--- src/rtl/fp_dl16_to_int.sv ---
// rtl/fp_dl16_to_int.sv - DLFloat16 to signed 16-bit integer converter, one shift per cycle (optional macro: DL16_ROUND_NEAREST_EN)
module fp_dl16_to_int (
    input  logic        clk,
    input  logic        rst,
    input  logic        in_valid,
    output logic        in_ready,
    input  logic [15:0] a,
    output logic        out_valid,
    input  logic        out_ready,
    output logic [15:0] result,
    output logic        overflow,
    output logic        invalid,
    output logic        inexact
);

    typedef enum logic [1:0] {IDLE, SHIFT, FIN, DONE} state_t;
    typedef enum logic [1:0] {CLS_NORM, CLS_ZERO, CLS_OVF, CLS_INV} cls_t;

    state_t      state_q, state_d;
    cls_t        cls_q, cls_d;
    logic        sign_q, sign_d;
    logic        left_q, left_d;
    logic [3:0]  count_q, count_d;
    logic [15:0] mag_q, mag_d;
    logic        guard_q, guard_d;
    logic        sticky_q, sticky_d;
    logic [15:0] result_q, result_d;
    logic        overflow_q, overflow_d;
    logic        invalid_q, invalid_d;
    logic        inexact_q, inexact_d;

    logic [5:0]  exp_w;
    logic [8:0]  man_w;
    logic        round_up;
    logic [16:0] rnd_mag;

    assign exp_w = a[14:9];
    assign man_w = a[8:0];

`ifdef DL16_ROUND_NEAREST_EN
    // Half-to-even: round up above the halfway point, or exactly on it when the kept LSB is odd.
    assign round_up = guard_q & (sticky_q | mag_q[0]);
`else
    assign round_up = 1'b0;
`endif

    // Rounded magnitude keeps a carry bit so a round-up past the range can be caught.
    assign rnd_mag = {1'b0, mag_q} + {16'd0, round_up};

    assign in_ready  = (state_q == IDLE);
    assign out_valid = (state_q == DONE);
    assign result    = result_q;
    assign overflow  = overflow_q;
    assign invalid   = invalid_q;
    assign inexact   = inexact_q;

    // Next-state and datapath: classify on accept, shift serially, round/sign in FIN.
    always_comb begin
        state_d    = state_q;
        cls_d      = cls_q;
        sign_d     = sign_q;
        left_d     = left_q;
        count_d    = count_q;
        mag_d      = mag_q;
        guard_d    = guard_q;
        sticky_d   = sticky_q;
        result_d   = result_q;
        overflow_d = overflow_q;
        invalid_d  = invalid_q;
        inexact_d  = inexact_q;
        case (state_q)
            IDLE: begin
                if (in_valid) begin
                    state_d  = SHIFT;
                    sign_d   = a[15];
                    left_d   = 1'b0;
                    count_d  = 4'd0;
                    mag_d    = 16'd0;
                    guard_d  = 1'b0;
                    sticky_d = 1'b0;
                    if (a == 16'hFFFF) begin
                        cls_d = CLS_INV;
                    end else if (exp_w == 6'd0) begin
                        // Subnormals flush to zero; any dropped mantissa makes it inexact.
                        cls_d    = CLS_ZERO;
                        sticky_d = |man_w;
                    end else if (exp_w >= 6'd47 ||
                                 (exp_w == 6'd46 && !(a[15] && man_w == 9'd0))) begin
                        cls_d = CLS_OVF;
                    end else begin
                        cls_d = CLS_NORM;
                        mag_d = {6'd0, 1'b1, man_w};
                        if (exp_w >= 6'd40) begin
                            left_d  = 1'b1;
                            count_d = 4'(exp_w - 6'd40);
                        end else begin
                            // Eleven right shifts already push the hidden bit into sticky.
                            count_d = (exp_w <= 6'd29) ? 4'd11 : 4'(6'd40 - exp_w);
                        end
                    end
                end
            end
            SHIFT: begin
                if (count_q == 4'd0) begin
                    state_d = FIN;
                end else begin
                    count_d = count_q - 4'd1;
                    if (left_q) begin
                        mag_d = mag_q << 1;
                    end else begin
                        mag_d    = mag_q >> 1;
                        guard_d  = mag_q[0];
                        sticky_d = sticky_q | guard_q;
                    end
                end
            end
            FIN: begin
                state_d    = DONE;
                overflow_d = 1'b0;
                invalid_d  = 1'b0;
                inexact_d  = guard_q | sticky_q;
                case (cls_q)
                    CLS_INV: begin
                        result_d  = 16'h7FFF;
                        invalid_d = 1'b1;
                        inexact_d = 1'b0;
                    end
                    CLS_OVF: begin
                        result_d   = sign_q ? 16'h8000 : 16'h7FFF;
                        overflow_d = 1'b1;
                        inexact_d  = 1'b0;
                    end
                    CLS_ZERO: begin
                        result_d = 16'h0000;
                    end
                    default: begin
                        // Negative side reaches one further than positive (-32768).
                        if (rnd_mag > (sign_q ? 17'd32768 : 17'd32767)) begin
                            result_d   = sign_q ? 16'h8000 : 16'h7FFF;
                            overflow_d = 1'b1;
                        end else begin
                            result_d = sign_q ? (~rnd_mag[15:0] + 16'd1) : rnd_mag[15:0];
                        end
                    end
                endcase
            end
            DONE: begin
                if (out_ready) begin
                    state_d = IDLE;
                end
            end
            default: state_d = IDLE;
        endcase
    end

    // State and datapath registers with synchronous reset.
    always_ff @(posedge clk) begin
        if (rst) begin
            state_q    <= IDLE;
            cls_q      <= CLS_NORM;
            sign_q     <= 1'b0;
            left_q     <= 1'b0;
            count_q    <= 4'd0;
            mag_q      <= 16'd0;
            guard_q    <= 1'b0;
            sticky_q   <= 1'b0;
            result_q   <= 16'd0;
            overflow_q <= 1'b0;
            invalid_q  <= 1'b0;
            inexact_q  <= 1'b0;
        end else begin
            state_q    <= state_d;
            cls_q      <= cls_d;
            sign_q     <= sign_d;
            left_q     <= left_d;
            count_q    <= count_d;
            mag_q      <= mag_d;
            guard_q    <= guard_d;
            sticky_q   <= sticky_d;
            result_q   <= result_d;
            overflow_q <= overflow_d;
            invalid_q  <= invalid_d;
            inexact_q  <= inexact_d;
        end
    end

endmodule
--- config.mk ---
export PLATFORM = sky130hd
export DESIGN_NAME = fp_dl16_to_int
export DESIGN_NICKNAME = d
export VERILOG_FILES = /design/src/rtl/fp_dl16_to_int.sv
export SDC_FILE = /design/constraint.sdc
export NUM_CORES = 1
export LEC_CHECK = 0
export ABC_AREA = 1
export BUFFER_PORTS_ARGS = -buffer_cell sky130_fd_sc_hd__buf_2
export CAP_MARGIN = 20
export CORE_UTILIZATION = 58
export CTS_CLUSTER_DIAMETER = 60
export DETAILED_ROUTE_END_ITERATION = 8
export HOLD_SLACK_MARGIN = 0.05
export PLACE_DENSITY = 0.8
export SYNTH_ARGS = -nofsm -noshare
export SYNTH_HDL_FRONTEND = slang
export SYNTH_SLANG_ARGS = --single-unit
--- constraint.sdc ---
create_clock -name clk -period 2.7 [get_ports clk]
set_clock_uncertainty 0.2 [all_clocks]
set_input_delay 0 -clock clk [delete_from_list [all_inputs] [get_ports clk]]
set_output_delay 0 -clock clk [all_outputs]
set_load 0.005 [all_outputs]
* Yosys cells after proc, flatten, opt, wreduce, memory -nomap -nowiden
Cells that the tools add are included.
Word-level totals: flip-flop bits (word level) 47, input bits 20, word-level logic and storage cells 96
Cells by class: add/subtract/negate cells 4, order comparisons 4, equality and inequality tests 13, multiplexer cells 45, bitwise logic cells 2, reductions and logical operators 16
Operators with widths (count):
- 16-bit two-way mux | 7
- 16-bit one-hot mux with 3 select lines | 1
- 16-bit one-hot mux with 2 select lines | 1
- 10-bit two-way mux | 3
- 4-bit two-way mux | 7
- 16-bit by 1-bit adder with 16-bit output (second input constant) | 1
- 16-bit equality test (second input constant) | 1
- 16-bit greater-than comparator | 1
- 16-bit NOT | 1
- 1-bit two-way mux | 15
- 6-bit greater-or-equal comparator (second input constant) | 2
- 2-bit two-way mux | 6
- 9-bit logical NOT | 1
- 9-bit OR reduction | 1
- 2-bit equality test (second input constant) | 4
- 2-bit inequality test (second input constant) | 4
- 2-bit one-hot mux with 4 select lines | 1
- 4-bit one-hot mux with 2 select lines | 1
- 6-bit equality test (second input constant) | 1
- 6-bit by 5-bit less-or-equal comparator with 1-bit output (second input constant) | 1
- 6-bit logical NOT | 1
- 1-bit one-hot mux with 2 select lines | 3
- 3-bit AND reduction | 2
- 2-bit by 1-bit equality test with 1-bit output (second input constant) | 2
- other kinds (14) | 16

* Logic depth before layout (Yosys ltp)
Gate-level depths: netlist of the first run.
word-level depth 10, depth in mapped cells 15, mapped depth without buffers 14

* Worst setup path before layout of the first run
No wires, ideal clock.
path kind reg-to-reg, start register sign_q, end register result_q[8], in the netlist result[8], arrival 2.164 ns, data required time 2.434 ns, setup slack 0.270 ns, stages on the path, launching flop included 13, path buffers 1, cell sequence dfxtp_1 > inv_2 > ha_1 > a21oi_1 > o21ai_0 > a21oi_1 > nand2_4 > nand2_4 > buf_12 > nand2_2 > nand2_1 > nand2_1 > a21oi_2
On the way: cells in the longest elaborated chain, start to end 4, elaborated cells between the ends (all ways) 6, those cells by class order compare (1); mux (5)
RTL lines:
- start: declaration | line 21 | logic sign_q, sign_d;
- start signal: assignment | line 174 | sign_q <= sign_d;
- 16-bit two-way mux | line 129, 138, 139
- 16-bit greater-than comparator | line 138 | if (rnd_mag > (sign_q ? 17'd32768 : 17'd32767)) begin
- 16-bit two-way mux | line 138
- 16-bit one-hot mux with 3 select lines * | line 122 | case (cls_q)
- end signal: assignment | line 180 | result_q <= result_d;
- end: declaration | line 27 | logic [15:0] result_q, result_d;
Every way passes the cells marked *; elsewhere a longest branch is shown, timed or not. A chain may end at the register's enable or synchronous reset.

* Final worst setup path of the first run
start register sign_q, end register result_q[6], in the netlist result[6]
Same word-level chain as after synthesis.

==> flow_summary.ini, run 1 <==
[status]
status = completed

[detailed_routing]
drc = 0
drtAntennaViolNets = 0
wl_per_cell_um = 13.5
drt_iter0_markers = 240
vias_per_cell = 5.64
drt-pass1-iter-count = 5
route.vias.total = 3433
routed_wl_um = 8250

[final_layout]
nNetsFinal = 583
num_antenna_cells = 0
areaGrowthSynthToFinish_pct = 13.5
final_area_mm2 = 0.00385
drive_gt1_share_pct = 17.3
post-route-util_pct = 69.1
n_fill_cell = 478

[critical_path]
cpPeakStageDelay_ps = 330
crit_path_start_kind = flop
critPathRequiredTime_ps = 2750
critPathMaxFanout = 30
cp_cell_sequence = buf_4, inv_2, ha_1, a21oi_1, o21ai_0, a21oi_1, nand2_4, nand2_4, nand2_1, nand2_2, nand2_1, a21oi_2
path_delay_family = compound AO/OA/AOI/OAI gates
crit_path_end_kind = flop
worst-path-buf-inv = 2
slowest_stage = ha_1
worstPathArrival_ps = 2400
crit_type = reg2reg

[cts]
ctsLongestPathBuffers = 2
cts_htree_levels = 2
clk_latency_ps = 300
cts.clk_slew.worst_paths_ps = 100
cts.sinks = 47
cts_made_buffers = 5
cts-root-buf = clkbuf_8
post_cts_resized = 0
cts_tree = done

[timing]
rsz0062_at_grt = false
setup_violations = 0
fin_ws_ps = 346
fin_hold_ws_ps = 59.0
worst_pin_slew_ps = 877
maxSlewViolCount = 0
hold_viol = 0
max_freq_mhz = 425
min_period_ps = 2350
relSlewSlack_pct = 41.3
period_share_pct = 87.2
finalSetupTns_ps = 0

[logic_synthesis]
yosys_warnings = 0
synth.cells.most_frequent = 114 x nand2_1, 47 x dfxtp_1, 43 x o21ai_0
synth.most_common_cell = nand2_1
syn_avg_cell_area_um2 = 6.97
post_synth_num_cell_types = 40
synth.net_count = 534
syn-cell-area_mm2 = 0.00339
synth_cells = 487
synth_seq_cells = 47
synth_top_cell_by_area = dfxtp_1
synth_edf_count = 0
synth_ff_type = dfxtp_1
yosys-top-cells-area = dfxtp_1 28%, nand2_1 13%, ha_1 10%
yosys.area.top_type_share_pct = 27.7
synth.yosys.seq_area_share_pct = 27.7
async_reset_ff_share_pct = 0

[floorplan]
num_rows = 27
ios = 41
start_util_pct = 60.9
core_area_mm2 = 0.00557
fp.dieArea_mm2 = 0.00616
fp.dieW_um = 78.5
die-height_um = 78.5

[place]
placed_area_mm2 = 0.00360
gp_congestion = 0.852
port_buffers = 40
dpl.hpwl_um = 6020
place_ws_ps = 353

[power]
p_leak_nw = 1.88
power_density_mw_per_mm2 = 907
peakVddDrop_v = 0.000627

[global_route]
grt_max_degree = 36
grt_pass1_vias = 3201
overflow = 0
gr-usage-met2_pct = 51.9
grt_util_met1_pct = 34.1
grt_usage_pct = 28.6
antenna_found_initial = 0
grt_use_met3_pct = 4.65
grt_pass1_wl_um = 14200
top_usage_layer = met2

[min_path]
hold_path_class = in2reg

[run]
drv_cap = 0
## where the power goes
group	switching [W]	internal (W)
combinational	0.00122	0.000717
sequential	0.000202	0.000901
clock	0.000249	0.000210
## state kept, by name (all words and copies together) (netlist names)
| register | count |
|---|---|
| sign_q | 1 |
| sticky_q | 1 |
| left_q | 1 |
| count_q | 4 |
| overflow | 1 |
| result | 16 |
| cls_q | 2 |
| state_q | 2 |
| inexact | 1 |
| guard_q | 1 |
| invalid | 1 |
| mag_q | 16 |
## worst min-delay path: cells and delay by family
family                 cells  cell delay, ps
and+or+nand+nor            1              90
buffers and inverters      2             210
AOI/OAI and AO/OA          2             220
## what timing repair did
| action | in CTS | in global routing |
|---|---|---|
| hold buffers | 16 | 0 |
| setup buffers | 0 | 0 |
| endpoints found under the hold margin | 29 | 0 |
## logic make-up after synthesis
| kind of cell | synth area share [%] |
|---|---|
| xor gates and xnor gates | 3.10 |
| buffers and inverters | 8.26 |
| DFF | 27.7 |
| adders and majority gates | 9.95 |
| and+or+nand+nor | 31.0 |
| AOI/OAI and AO/OA | 20.0 |
## stage by stage
step,total power (W),instances
floorplan,0.00257,487
global placement,0.00295,585
detailed placement,0.00302,585
CTS,0.00350,609
global route,0.00383,609
finish,0.00349,609
## worst paths after layout
kind	startpoint	endpoint	slack, ps	depth (start not counted)
setup / recovery	sign_q	result[6]	350	12
hold / removal	a[14]	left_q	60	5
setup reg to reg	sign_q	result[6]	350	12
hold reg to reg	overflow	overflow	260	2
## routing by layer
layer / vias up / wire, um
met5: - / 0
met4: 0 / 125
met3: 15 / 323
met2: 98 / 4240
met1: 1575 / 3560
li1: 1745 / -
## cell usage in the layout, fill, tap and decap left out, types with 2 or more instances in the layout
cell             n
a21oi_1         37
a21oi_2         10
a221oi_1         9
a31oi_1          8
buf_2           40
buf_4            4
clkbuf_8         6
dfxtp_1         47
dlygate4sd3_1   16
ha_1            27
inv_1           39
inv_2            3
nand2_1        114
nand2_2         13
nand2_4          2
nand3_1         11
nand3b_1         2
nand4_1         19
nor2_1          42
nor2_2           3
nor3_1           4
nor3_2           2
nor4_1           2
o211ai_1         2
o21ai_0         43
o21ai_1          6
or2_2            3
xnor2_1          7
xor2_1           5
## layout make-up
class / count / area [um^2] / share of cell area, %
multi-input cells: 379 / 2170 / 56.4
flip-flops and latches: 47 / 941 / 24.4
repair buffers: 60 / 390 / 10.1
inverters: 43 / 161 / 4.19
well taps: 72 / 90.1 / 2.34
clock buffers: 6 / 82.6 / 2.14
clock inverters: 2 / 13.8 / 0.357
Note: power is estimated with default switching activity, not from simulation.
==> run 2, diff against run 1 <==
--- a/config.mk
+++ b/config.mk
@@ -8,11 +8,12 @@
 export ABC_AREA = 1
 export BUFFER_PORTS_ARGS = -buffer_cell sky130_fd_sc_hd__buf_2
 export CAP_MARGIN = 20
-export CORE_UTILIZATION = 58
+export CORE_UTILIZATION = 59
 export CTS_CLUSTER_DIAMETER = 60
 export DETAILED_ROUTE_END_ITERATION = 8
 export HOLD_SLACK_MARGIN = 0.05
-export PLACE_DENSITY = 0.8
+export MAX_ROUTING_LAYER = met4
+export PLACE_DENSITY = 0.81
 export SYNTH_ARGS = -nofsm -noshare
 export SYNTH_HDL_FRONTEND = slang
 export SYNTH_SLANG_ARGS = --single-unit
==> run 2 against run 1 <==
Utilization rose by 0.65 points. Total power rose by 0.23%. Combinational power barely moved. Cell area rose by 0.32%. Die area fell by 1.6%. Clock power barely moved. Largest power group unchanged.
==> flow_summary.ini, run 2 (synthesis results as in run 1) <==
[status]
status = completed

[critical_path]
crit_path_end_kind = flop
slowest_stage = dlygate4sd3_1
critPathMaxFanout = 16
crit_top_cell = dlygate4sd3_1
r2r_cells = 12
worstPathArrival_ps = 2490
cp_cell_sequence = dlygate4sd3_1, buf_2, nor3_1, nand4_1, o21ai_1, and2_1, nand3_1, a21oi_1, dlygate4sd3_1
cpPeakStageDelay_ps = 550
critPathRequiredTime_ps = 2760
r2r_slack_ps = 340
worst-path-buf-inv = 3
path_delay_family = buffers and inverters
r2r_end = result[3]
rr_startpoint = sign_q
crit_path_start_kind = input pin
crit_type = in2reg

[final_layout]
num_antenna_cells = 0
nNetsFinal = 584
final_cell_mix = 114 x nand2_1, 47 x dfxtp_1, 43 x o21ai_0, 42 x nor2_1, 40 x buf_2
layout_commonest_cell = nand2_1
areaGrowthSynthToFinish_pct = 13.9
final_area_mm2 = 0.00386
drive_gt1_share_pct = 17.3

[min_path]
holdCritStartpoint = a[10]
hold_path_class = in2reg
min_path_cells = 5
hold_path_end = cls_q[0]

[floorplan]
num_rows = 27
ios = 41
start_util_pct = 61.3
core_area_mm2 = 0.00554
fp.dieArea_mm2 = 0.00606
fp.dieW_um = 77.9
die-height_um = 77.9

[global_route]
antenna_found_initial = 0
grt_max_degree = 36
grt_pass1_wl_um = 14200
grt_pass1_vias = 3234
overflow = 0
grt_usage_pct = 30.1

[run]
drv_cap = 0

[detailed_routing]
drt_iter0_markers = 199
routed_wl_um = 8260
route.vias.total = 3478
drc = 0
vias_per_cell = 5.70
drtAntennaViolNets = 0
drt-pass1-iter-count = 5
wl_per_cell_um = 13.5

[cts]
cts_tree = done
cts_htree_levels = 2
ctsLongestPathBuffers = 2
cts_made_buffers = 5
cts-root-buf = clkbuf_8
clk_latency_ps = 300
cts.sinks = 47
cts.clk_slew.worst_paths_ps = 90

[timing]
maxSlewViolCount = 0
period_share_pct = 90.0
setup_violations = 0
hold_viol = 0
min_period_ps = 2430
worst_pin_slew_ps = 892
relSlewSlack_pct = 40.5
finalSetupTns_ps = 0
max_freq_mhz = 411
rsz0062_at_grt = false

[place]
dpl.hpwl_um = 5920
gp_congestion = 0.876
port_buffers = 40
placed_area_mm2 = 0.00360

[power]
power_w = 0.00350
peakVddDrop_v = 0.000579
power_density_mw_per_mm2 = 906
p_leak_nw = 1.88
## run 2: cell count changes in the layout (fill, tap and decap cells not counted), sizes merged
cell | previous run | this run
clkinvlp | 0 | 1
dlygate4sd3 | 16 | 17
inv | 43 | 42
## run 2: what timing repair did
action | in CTS | in global routing
hold buffers | 17 | 0
hold endpoints to repair | 30 | 0
gates resized for setup | 0 | 0
buffers inserted | 0 | 0
## run 2: through the flow
stage	setup WS (ps)	cells	hold slack, ps	util (%)
after global routing	139	610	127	69.8
after global placement	430	585	104	64.9
after CTS	305	610	50.9	69.8
after floorplan	270	487	-122	-
after detailed placement	361	585	109	64.9
final	270	610	64.0	69.8
## run 2: worst min-delay path, stage by stage
cell      delay, ps
buf_2           120
nand4_1          90
o311ai_0        150
o211ai_1        120
inv_1            40
## run 2: worst max path at each step
stage | slack (ps) | end | cells past startpoint | start
2_1_floorplan | 270 | result[8] | 12 | sign_q
3_3_place_gp | 430 | result[3] | 12 | sign_q
3_5_place_dp | 360 | result[1] | 12 | sign_q
4_1_cts | 310 | left_q | 9 | a[6]
5_1_grt | 140 | result[6] | 12 | sign_q
6_report | 270 | left_q | 9 | a[6]
## run 2: final cells by class
type,count,area [um^2]
clock buffer,6,82.6
sequential,47,941
inverter,43,161
clock inverter,2,16.3
tap,72,90.1
multi-input combinational,379,2170
fill,484,1680
timing repair buffer,61,400
## run 2: power by group
group | internal, W | leakage [nW] | switching (W)
Clock | 0.000209 | 0.0474 | 0.000250
Combinational | 0.000717 | 1.45 | 0.00122
Sequential | 0.000901 | 0.386 | 0.000200
Total | 0.00183 | 1.88 | 0.00167
## run 2: layer usage
| metal | share of wire [%] | track usage (%) | vias up |
|---|---|---|---|
| met2 | 49 | 50.2 | 90 |
| li1 | - | - | 1756 |
| met1 | 44 | 34.7 | 1605 |
| met3 | 3.4 | 3.76 | 27 |
| met4 | 3.9 | 17.9 | 0 |
| met5 | 0 | - | - |
==> run 3, diff against run 2 <==
--- a/config.mk
+++ b/config.mk
@@ -5,15 +5,15 @@
 export SDC_FILE = /design/constraint.sdc
 export NUM_CORES = 1
 export LEC_CHECK = 0
-export ABC_AREA = 1
+export ABC_CLOCK_PERIOD_IN_PS = 2700
 export BUFFER_PORTS_ARGS = -buffer_cell sky130_fd_sc_hd__buf_2
 export CAP_MARGIN = 20
-export CORE_UTILIZATION = 59
+export CORE_UTILIZATION = 58
 export CTS_CLUSTER_DIAMETER = 60
 export DETAILED_ROUTE_END_ITERATION = 8
 export HOLD_SLACK_MARGIN = 0.05
 export MAX_ROUTING_LAYER = met4
-export PLACE_DENSITY = 0.81
+export PLACE_DENSITY = 0.8
 export SYNTH_ARGS = -nofsm -noshare
 export SYNTH_HDL_FRONTEND = slang
 export SYNTH_SLANG_ARGS = --single-unit
==> run 3 against run 2 <==
Via count is 11% lower. Hold slack better by 29 ps. Sequential share of layout area is 0.47 points higher. Area after synthesis is 9.2% lower. Fmax is 5.8% lower. Register-to-register slack worse by 220 ps. Non-clock buffer count is 20 higher. Worst setup slack worse by 150 ps. Critical path depth is 3 lower. Routed wire length is 6.3% lower. First-iteration DRC count is 0.50% higher.
==> flow_summary.ini, run 3 <==
[global_route]
grt_max_degree = 39
gr-usage-met2_pct = 50.4
grt_pass1_wl_um = 12600
grt_pass1_vias = 2764
top_usage_layer = met2
grt_use_met3_pct = 3.88
overflow = 0
grt_util_met1_pct = 37.9
grt_usage_pct = 30.1
antenna_found_initial = 0

[cts]
cts-root-buf = clkbuf_8
cts_tree = done
cts_htree_levels = 2
clk_latency_ps = 300
cts_made_buffers = 5
ctsLongestPathBuffers = 2
cts.clk_slew.worst_paths_ps = 90
cts.sinks = 47

[logic_synthesis]
synth_seq_cells = 47
synth.yosys.seq_area_share_pct = 30.5
post_synth_num_cell_types = 44
synth.most_common_cell = dfxtp_1
yosys-top-cells-area = dfxtp_1 31%, ha_1 11%, a211oi_1 5.1%
synth.net_count = 430
synth.cells.most_frequent = 47 x dfxtp_1, 41 x nor2_1, 39 x nand2_1
yosys_warnings = 0
synth_ff_type = dfxtp_1
yosys.area.top_type_share_pct = 30.5
async_reset_ff_share_pct = 0
synth_top_cell_by_area = dfxtp_1
syn-cell-area_mm2 = 0.00308
synth_cells = 383
synth_edf_count = 0
syn_avg_cell_area_um2 = 8.05

[floorplan]
ios = 41
die-height_um = 74.9
fp.dieArea_mm2 = 0.00561
start_util_pct = 60.3
fp.dieW_um = 74.9
core_area_mm2 = 0.00511
num_rows = 26

[critical_path]
worstPathArrival_ps = 2570
rr_startpoint = mag_q[2]
r2r_end = result[15]
cp_num_cells = 6
crit_type = reg2reg
critPathMaxFanout = 5
path_delay_family = simple AND/OR/NAND/NOR gates
cpPeakStageDelay_ps = 570
critPathRequiredTime_ps = 2690
worst-path-buf-inv = 0
r2r_slack_ps = 120
r2r_cells = 6
cp-startpoint = mag_q[2]
slowest_stage = or4_4
crit_path_end_kind = flop
cp_cell_sequence = or4_4, or3_4, or4_1, or3_1, a31oi_1, o21ai_1
crit_path_start_kind = flop
crit_end = result[15]

[power]
power_density_mw_per_mm2 = 900
p_leak_nw = 1.56
peakVddDrop_v = 0.000535

[timing]
finalSetupTns_ps = 0
setup_violations = 0
min_period_ps = 2580
fin_hold_ws_ps = 92.8
worst_pin_slew_ps = 697
period_share_pct = 95.6
hold_viol = 0
relSlewSlack_pct = 53.5
maxSlewViolCount = 0
max_freq_mhz = 387

[detailed_routing]
drc = 0
drt-pass1-iter-count = 4
drtAntennaViolNets = 0
vias_per_cell = 5.96
wl_per_cell_um = 15.0
drt_iter0_markers = 200
routed_wl_um = 7750
route.vias.total = 3082

[final_layout]
nNetsFinal = 494
n_fill_cell = 396
fin_cells = 517
areaGrowthSynthToFinish_pct = 23.4
layout_commonest_cell = dfxtp_1
num_antenna_cells = 0
final_cell_mix = 45 x dfxtp_1, 40 x nor2_1, 40 x buf_2, 39 x nand2_1, 26 x ha_1
final_area_mm2 = 0.00380
post-route-util_pct = 74.4
drive_gt1_share_pct = 21.5

[run]
drv_cap = 0

[place]
gp_congestion = 0.840
port_buffers = 40
placed_area_mm2 = 0.00343
placed_cells = 487
dpl.hpwl_um = 5330

[min_path]
hold_path_class = in2reg
holdCritStartpoint = a[11]

[status]
status = completed
run 3: changes by cell type in the layout (fill, tap and decap cells not counted), sizes merged, moves of 6 or more:
cell    delta
a211oi    +20
xor2       +9
or4        +6
inv       -28
a221oi     -6
nand2     -90
o21ai     -35
a21oi     -28
nand4     -14
buf       +16
mux2      +14
run 3: worst min-delay path, delay by kind of cell:
family	cells	cell delay, ps
AND/OR/NAND/NOR	2	220
buffers and inverters	1	150
XOR/XNOR	1	80
AO/OA/AOI/OAI	1	80
run 3: stage by stage:
step | power (W) | worst slack, ps
after floorplan | 0.00232 | 23.7
after global placement | 0.00278 | 159
after detailed placement | 0.00284 | 37.8
after CTS | 0.00338 | 21.3
after global routing | 0.00373 | -42.1
final | 0.00342 | 119
run 3: cell type report:
| class | count | area [um^2] | area share [%] |
|---|---|---|---|
| Sequential cell | 47 | 943 | 24.8 |
| Timing Repair Buffer | 81 | 577 | 15.2 |
| Tap cell | 70 | 87.6 | 2.30 |
| Clock buffer | 6 | 72.6 | 1.91 |
| Inverter | 14 | 52.6 | 1.38 |
| Multi-Input combinational cell | 298 | 2040 | 53.6 |
| Clock inverter | 1 | 30.0 | 0.790 |
run 3: cell families after synthesis:
group                    count (synthesis)  synth area share, %
adder cells (fa/ha/maj)                 27                 11.0
flip-flops                              47                 30.5
buffers and inverters                   38                 4.87
XOR/XNOR                                17                 4.83
AND/OR/NAND/NOR                        150                 23.8
multiplexers                            18                 6.41
AO/OA/AOI/OAI                           86                 18.6
run 3: metal layers:
layer  vias up  wire length (um)  part of all wire, %
met4         0               108                  1.4
met3        10               408                  5.3
li1       1522                 -                    -
met5         -                 0                    0
met1      1449              3450                   45
met2       101              3780                   49
run 3: worst min-delay path by stage:
stage	cells after the start	end
3_5_place_dp	3	mag_q[1]
6_report	5	count_q[2]
2_1_floorplan	2	sign_q
4_1_cts	5	count_q[2]
3_3_place_gp	3	mag_q[1]
5_1_grt	4	cls_q[1]
run 3: what timing repair did:
action	CTS	global route
endpoints found under the setup margin	0	17
resized for setup	0	12
hold buffers	21	0
endpoints found under the hold margin	23	0
setup buffers	0	2
run 3: report_power, final:
group	internal (W)	total [W]	switching (W)	leakage, nW
Sequential	0.000885	0.00107	0.000180	0.384
Combinational	0.000799	0.00185	0.00106	1.13
Clock	0.000272	0.000503	0.000231	0.0513
